==> src/rtl/inst_fetch.sv <==
// inst_fetch: PC owner and instruction-bus master with delay-slot branch, flush/kill and a one-entry skid buffer
module inst_fetch #(
  parameter logic [31:0] RESET_ADDR = 32'h0000_0000
) (
  input  logic        clk,
  input  logic        rst,
  input  logic [5:0]  stall,
  input  logic        flush,
  input  logic [31:0] new_pc,
  input  logic        branch_flag_i,
  input  logic [31:0] branch_target_address_i,
  output logic        ibus_req,
  output logic [31:0] ibus_addr,
  input  logic        ibus_ack,
  input  logic [31:0] ibus_rdata,
  output logic [31:0] if_pc,
  output logic [31:0] if_inst,
  output logic        stallreq_if
);
  typedef enum logic [1:0] {IDLE, REQ, KILL, HOLD} state_t;
  state_t state, state_n;
  logic [31:0] pc, req_addr, skid_pc, skid_inst, seq_addr;
  logic hold;
  assign hold = stall[0];
  assign seq_addr = branch_flag_i ? branch_target_address_i : req_addr + 32'd4;
  assign ibus_req = (state == REQ) || (state == KILL);
  assign ibus_addr = req_addr;
  assign stallreq_if = (state == IDLE) || (state == KILL) || (state == REQ && !ibus_ack);
  always_comb begin
    state_n = state;
    case (state)
      IDLE: state_n = (!hold && !flush) ? REQ : IDLE;
      REQ:  state_n = (flush && !ibus_ack) ? KILL : (ibus_ack && hold && !flush) ? HOLD : REQ;
      KILL: state_n = (!flush && ibus_ack) ? REQ : KILL;
      HOLD: state_n = (flush || !hold) ? REQ : HOLD;
      default: state_n = IDLE;
    endcase
  end
  always_ff @(posedge clk or negedge rst) begin
    if (!rst) begin
      state <= IDLE;
      pc <= RESET_ADDR;
      req_addr <= RESET_ADDR;
      skid_pc <= '0;
      skid_inst <= '0;
      if_pc <= '0;
      if_inst <= '0;
    end else begin
      state <= state_n;
      if (flush) begin
        pc <= new_pc;
        if_pc <= '0;
        if_inst <= '0;
        if ((state == REQ && ibus_ack) || state == HOLD) req_addr <= new_pc;
      end else begin
        case (state)
          IDLE: if (!hold) req_addr <= pc;
          REQ: if (ibus_ack) begin
            pc <= seq_addr;
            req_addr <= seq_addr;
            if (hold) begin
              skid_pc <= req_addr;
              skid_inst <= ibus_rdata;
            end else begin
              if_pc <= req_addr;
              if_inst <= ibus_rdata;
            end
          end
          KILL: if (ibus_ack) req_addr <= pc;
          HOLD: if (!hold) begin
            if_pc <= skid_pc;
            if_inst <= skid_inst;
            req_addr <= pc;
          end
          default: ;
        endcase
      end
    end
  end
endmodule

==> config.mk <==
export PLATFORM = sky130hd
export DESIGN_NAME = inst_fetch
export DESIGN_NICKNAME = d
export VERILOG_FILES = /design/src/rtl/inst_fetch.sv
export SDC_FILE = /design/constraint.sdc
export NUM_CORES = 1
export LEC_CHECK = 0
export ABC_AREA = 1
export ABC_CLOCK_PERIOD_IN_PS = 4110
export BUFFER_PORTS_ARGS = -buffer_cell sky130_fd_sc_hd__buf_2
export CAP_MARGIN = 10
export CORE_MARGIN = 10
export CORE_UTILIZATION = 50
export CTS_BUF_LIST = sky130_fd_sc_hd__clkbuf_4 sky130_fd_sc_hd__clkbuf_8
export DETAILED_ROUTE_END_ITERATION = 8
export PLACE_DENSITY_LB_ADDON = 0.12
export SYNTH_ARGS = -nofsm -noshare
export SYNTH_HDL_FRONTEND = slang
export SYNTH_SLANG_ARGS = --single-unit
==> constraint.sdc <==
create_clock -name clk -period 4.11 [get_ports clk]
set_input_delay 0.822 -clock clk [delete_from_list [all_inputs] [get_ports clk]]
set_output_delay 0.822 -clock clk [all_outputs]
set_load 0.02 [all_outputs]
==> results.sh, run 1 <==
export IMPL_synth_async_reset_ratio_pct=100
export IMPL_cts_setup_buffers=0
export IMPL_cts_max_path_buffers=2
export IMPL_dr_pass1_iters=5
export IMPL_antenna_found_initial=0
export IMPL_vias_per_cell=5.24
export IMPL_route_detailed_drc=0
export IMPL_grt_ovfl_total=0
export IMPL_io_pins=205
export IMPL_syn_area_um2=10100
export IMPL_cts_tree="yes"
export IMPL_syn_instance_count=1357
export IMPL_reg2reg_slack_ns=1.68
export IMPL_dr_first_iter_drc_count=711
export IMPL_fin_total_pwr_uw=5340
export IMPL_crit_arrival_ns=2.78
export IMPL_status="completed"
export IMPL_ant_nets=0
export IMPL_drv_slew=0
export IMPL_die_w_um=162
export IMPL_numCtsBuffers=17
export IMPL_hold_viol=0
export IMPL_leakagePower_uw=0.00599
export IMPL_crit_path_max_fanout=22
export IMPL_r2r_start="state[1]"
export IMPL_grt_pass1_wl_mm=47.8
export IMPL_synthFlopType="dfrtp_1"
export IMPL_maxCapViolCount=0
export IMPL_dp_hpwl_mm=20.5
export IMPL_ctsRootBufferMaster="clkbuf_8"
export IMPL_yosysSeqAreaShare_pct=47.8
export IMPL_rows=52
export IMPL_critPathKind="register to register"
export IMPL_postRouteWirelength_mm=29.7
export IMPL_setup_violations=0
export IMPL_drive_gt1_share_pct=18.4
export IMPL_avgSynthCellArea_um2=7.48
export IMPL_clk_pin_slew_ns=0.11
export IMPL_synth_seq_cells=194
export IMPL_rsz0062_at_grt="false"
export IMPL_hold_path_class="input pin to async pin"
export IMPL_synth_edf_count=0
export IMPL_final_nets=1625
export IMPL_endpoint_kind="register"
export IMPL_fin_worst_skew_ns=0.0176
export IMPL_h_tree_depth=4
export IMPL_grt_max_degree=130
export IMPL_worst_pin_slew_ns=1.13
export IMPL_fin_area_um2=11800
export IMPL_cts_hold_buffers=0
export IMPL_routabilityCongestion=0.902
export IMPL_startpoint_type="register"
export IMPL_r2r_end="ibus_addr[25]"
export IMPL_fin_setup_tns_ns=0
export IMPL_p_per_area_nw_per_um2=454
export IMPL_worstPathRequired_ns=4.46
export IMPL_clock_sinks=194
export IMPL_slew_headroom_pct=24.5
export IMPL_grt_pass1_vias=8847
export IMPL_area_growth_pct=16.0
export IMPL_synth_top_area_share_pct=47.8
export IMPL_floorplan_initialDensity_pct=50.5
export IMPL_period_share_pct=59.0
export IMPL_core_area_um2=20100
export IMPL_clock_latency_ns=0.47
export IMPL_drt_wirelength_per_cell_um=16.5
export IMPL_synth_cell_types=36
export IMPL_synth_top_cell_by_area="dfrtp_1"
export IMPL_ff2ff_path_depth=8
export IMPL_grt_usage_pct=22.4
export IMPL_n_antenna_cell=0
export IMPL_die_area_um2=26400
export IMPL_cts_resized=0
export IMPL_synth_area_leaders="dfrtp_1 48%, nand2_1 15%, o21ai_0 11%"
export IMPL_min_period_ns=2.43
export IMPL_ys_warn_count=0
export IMPL_syn_num_nets=1470
export IMPL_die_h_um=162
export IMPL_dpl_cell_area_um2=11400
export IMPL_io_buffers=199
export IMPL_dr_total_vias=9412
export IMPL_max_freq_mhz=412
export IMPL_hold_slack_ns=0.454
export IMPL_vdd_drop_max_uv=221
==> cell usage after synthesis, types with 3 or more instances <==
cell type and number:
a21boi_1 16, a21oi_1 107, a22oi_1 4, a31oi_1 6
buf_1 9, buf_2 28, clkbuf_1 46, dfrtp_1 194
ha_1 6, inv_1 109, inv_2 3, nand2_1 414
nand2_2 4, nand3_1 54, nand3_2 3, nor2_1 67
nor2_2 9, nor2_4 3, o211ai_1 20, o21ai_0 226
o21ai_1 9
==> critical path, cell delays in order, from the launching register on <==
cell and delay [ns]:
dfrtp_1 0.42, inv_1 0.11, ha_1 0.25, nand2_1 0.15, a31oi_1 0.21, nand3b_1 0.55, buf_12 0.39, a21oi_1 0.15
a21boi_1 0.09
==> area by class of cell <==
cell class	instances	area, um2
timing repair buffer	220	1230
multi-input combinational	966	4520
fill	1995	8330
inverter	113	427
clock buffer	19	262
clock inverter	13	139
tap	270	338
sequential	194	4850
==> how the worst max path moves through the flow <==
stage	start	to	slack, ns
2_1_floorplan	ibus_ack	stallreq_if	2.19
3_3_place_gp	flush	ibus_addr[11]	1.35
3_5_place_dp	flush	pc[6]	1.32
4_1_cts	state[1]	stallreq_if	1.67
5_1_grt	state[1]	stallreq_if	1.56
6_report	state[1]	ibus_addr[25]	1.68
==> metrics by stage <==
stage | util, % | setup WS, ns | std cells
finish | 58.5 | 1.68 | 1795
global route | 58.5 | 1.56 | 1795
CTS | 58.5 | 1.67 | 1795
detailed placement | 56.6 | 1.32 | 1763
global placement | 56.6 | 1.35 | 1763
floorplan | - | 2.19 | 1357
==> report_power, final <==
group	switching, uW	leakage (uW)	internal [uW]	total (uW)
clock network	771	0.000196	485	1260
logic	1010	0.00337	503	1510
registers	267	0.00243	2310	2580
==> flip-flops by register name, summed over array words and instances, names as in the netlist <==
name and count:
if_inst 32, state 2, skid_inst 32, ibus_addr 32, if_pc 32, skid_pc 32, pc 32
==> logic make-up after synthesis <==
family          count (synthesis)  share of synthesized area [%]
mux                             1                         0.0986
fa+ha+maj                       6                          0.740
simple gates                  562                           22.7
flops                         194                           47.8
xor+xnor                        1                         0.0863
buf+inv                       197                           7.67
compound gates                396                           20.8
==> layer usage <==
layer | GRT usage (%) | vias to the layer above | routed length, um
met2 | 33.5 | 321 | 12800
met3 | 5.97 | 30 | 2320
li1 | - | 4737 | -
met4 | 5.46 | 2 | 455
met1 | 31.6 | 4322 | 14100
met5 | 1.51 | - | 48
==> cell usage in the layout, fill, tap and decap left out, types with 3 or more instances in the layout <==
master and count:
nor2_4 3, dfrtp_1 194, o21ai_1 9, nand3_1 54
inv_2 3, a22oi_1 4, nand3_2 3, buf_12 5
buf_4 17, nand2_2 4, a31oi_1 6, clkbuf_8 20
a21oi_1 107, nand2_4 3, o211ai_1 20, ha_1 6
inv_1 107, a21boi_1 16, buf_2 197, nor2_2 9
clkinv_4 4, o21ai_0 226, nand2_1 413, nor2_1 67
(Power assumes the default switching activity.)
==> run 2: changes to the inputs <==
Settings changed: ABC_CLOCK_PERIOD_IN_PS 4110 to 2480.
Clock period 4.11 ns to 2.48 ns, I/O delays scaled along.
==> results.sh, run 2 (same netlist as run 1, synthesis figures left out) <==
export IMPL_status="completed"
export IMPL_grt_pass1_vias=9035
export IMPL_floorplan_initialDensity_pct=50.5
export IMPL_dpl_cell_area_um2=11400
export IMPL_crit_path_max_fanout=6
export IMPL_drt_wirelength_per_cell_um=16.9
export IMPL_vdd_drop_max_uv=369
export IMPL_cts_tree="yes"
export IMPL_dr_total_vias=9498
export IMPL_die_h_um=162
export IMPL_vias_per_cell=5.29
export IMPL_n_antenna_cell=0
export IMPL_leakagePower_uw=0.00601
export IMPL_endpoint_kind="output port"
export IMPL_die_area_um2=26400
export IMPL_worstPathRequired_ns=1.98
export IMPL_crit_arrival_ns=1.62
export IMPL_hold_viol=0
export IMPL_min_period_ns=2.12
export IMPL_maxCapViolCount=0
export IMPL_die_w_um=162
export IMPL_route_detailed_drc=0
export IMPL_grt_usage_pct=22.8
export IMPL_grt_max_degree=130
export IMPL_fin_setup_tns_ns=0
export IMPL_io_buffers=199
export IMPL_dp_hpwl_mm=21.0
export IMPL_cts_setup_buffers=0
export IMPL_critPathKind="register to output port"
export IMPL_drv_slew=0
export IMPL_area_growth_pct=16.5
export IMPL_clock_sinks=194
export IMPL_antenna_found_initial=0
export IMPL_rsz0062_at_grt="false"
export IMPL_io_pins=205
export IMPL_clk_pin_slew_ns=0.11
export IMPL_path_cells="inv_1 > ha_1 > nand2_1 > nand3_1 > buf_2"
export IMPL_rows=52
export IMPL_worst_pin_slew_ns=0.510
export IMPL_cp_slowest_stage_delay_ns=0.41
export IMPL_ant_nets=0
export IMPL_final_common_cell="nand2_1"
export IMPL_period_share_pct=85.5
export IMPL_setup_violations=0
export IMPL_max_freq_mhz=472
export IMPL_numCtsBuffers=17
export IMPL_routabilityCongestion=0.890
export IMPL_h_tree_depth=4
export IMPL_clock_latency_ns=0.49
export IMPL_ctsRootBufferMaster="clkbuf_8"
export IMPL_drive_gt1_share_pct=18.5
export IMPL_postRouteWirelength_mm=30.3
export IMPL_p_per_area_nw_per_um2=748
export IMPL_worst_path_max_delay_cell="dfrtp_1"
export IMPL_grt_ovfl_total=0
export IMPL_slew_headroom_pct=66.0
export IMPL_final_nets=1628
export IMPL_core_area_um2=20100
export IMPL_cts_max_path_buffers=2
export IMPL_fin_worst_skew_ns=0.0204
export IMPL_grt_pass1_wl_mm=48.6
export IMPL_final_cell_mix="413 x nand2_1, 226 x o21ai_0, 197 x buf_2"
export IMPL_fin_area_um2=11800
export IMPL_startpoint_type="register"
export IMPL_dr_first_iter_drc_count=907
export IMPL_dr_pass1_iters=5
export IMPL_hold_path_class="input pin to register"
-- run 2: timing repair --
item	in CTS	in global routing
setup endpoints to repair	0	1
hold buffers	1	0
gates resized for setup	0	1
hold endpoints to repair	40	0
-- run 2: metal layers --
layer | share of wire, % | GRT usage (%) | vias up
met5 | 0 | 0 | -
met4 | 1.3 | 5.50 | 0
met3 | 7.8 | 5.51 | 28
met2 | 44 | 34.4 | 330
met1 | 47 | 32.3 | 4398
li1 | - | - | 4742
-- run 2: critical path, delay by kind of cell, from the launching register on --
family / cells / cell delay, ns
buffers and inverters: 2 / 0.30
adders and majority gates: 1 / 0.26
and+or+nand+nor: 2 / 0.17
DFF: 1 / 0.41
-- run 2: layout make-up --
class | instances | area [um2]
multi-input cells | 966 | 4520
repair buffers | 223 | 1290
well taps | 270 | 338
clock inverters | 14 | 151
fillers | 1900 | 8280
flip-flops and latches | 194 | 4850
clock buffers | 17 | 234
inverters | 113 | 427
-- run 2: path summary, 6_finish.rpt --
check	start	end	cells past startpoint	slack, ns
hold reg to reg	if_inst[15]	if_inst[15]	2	0.49
setup reg to reg	state[1]	ibus_addr[6]	10	0.41
max in group asynchronous	rst	if_inst[10]	3	1.19
setup / recovery	state[1]	stallreq_if	5	0.36
hold / removal	new_pc[0]	pc[0]	3	0.25
min in group asynchronous	rst	skid_inst[26]	2	0.55
-- run 2: report_power, final --
part	switching [uW]	total, uW	internal [uW]
combinational	1670	2510	842
sequential	454	4280	3830
clock	1300	2040	745
-- run 2: stage by stage --
| stage | worst slack [ns] | hold WS [ns] | utilization (%) | cells | power, uW |
|---|---|---|---|---|---|
| detailed placement | 0.301 | 0.467 | 56.8 | 1765 | 6850 |
| finish | 0.359 | 0.251 | 58.8 | 1797 | 8840 |
| floorplan | 0.774 | 0.200 | - | 1357 | 5860 |
| global route | 0.155 | 0.241 | 58.8 | 1797 | 9430 |
| CTS | 0.265 | 0.234 | 58.8 | 1797 | 8890 |
| global placement | 0.371 | 0.460 | 56.8 | 1765 | 6770 |
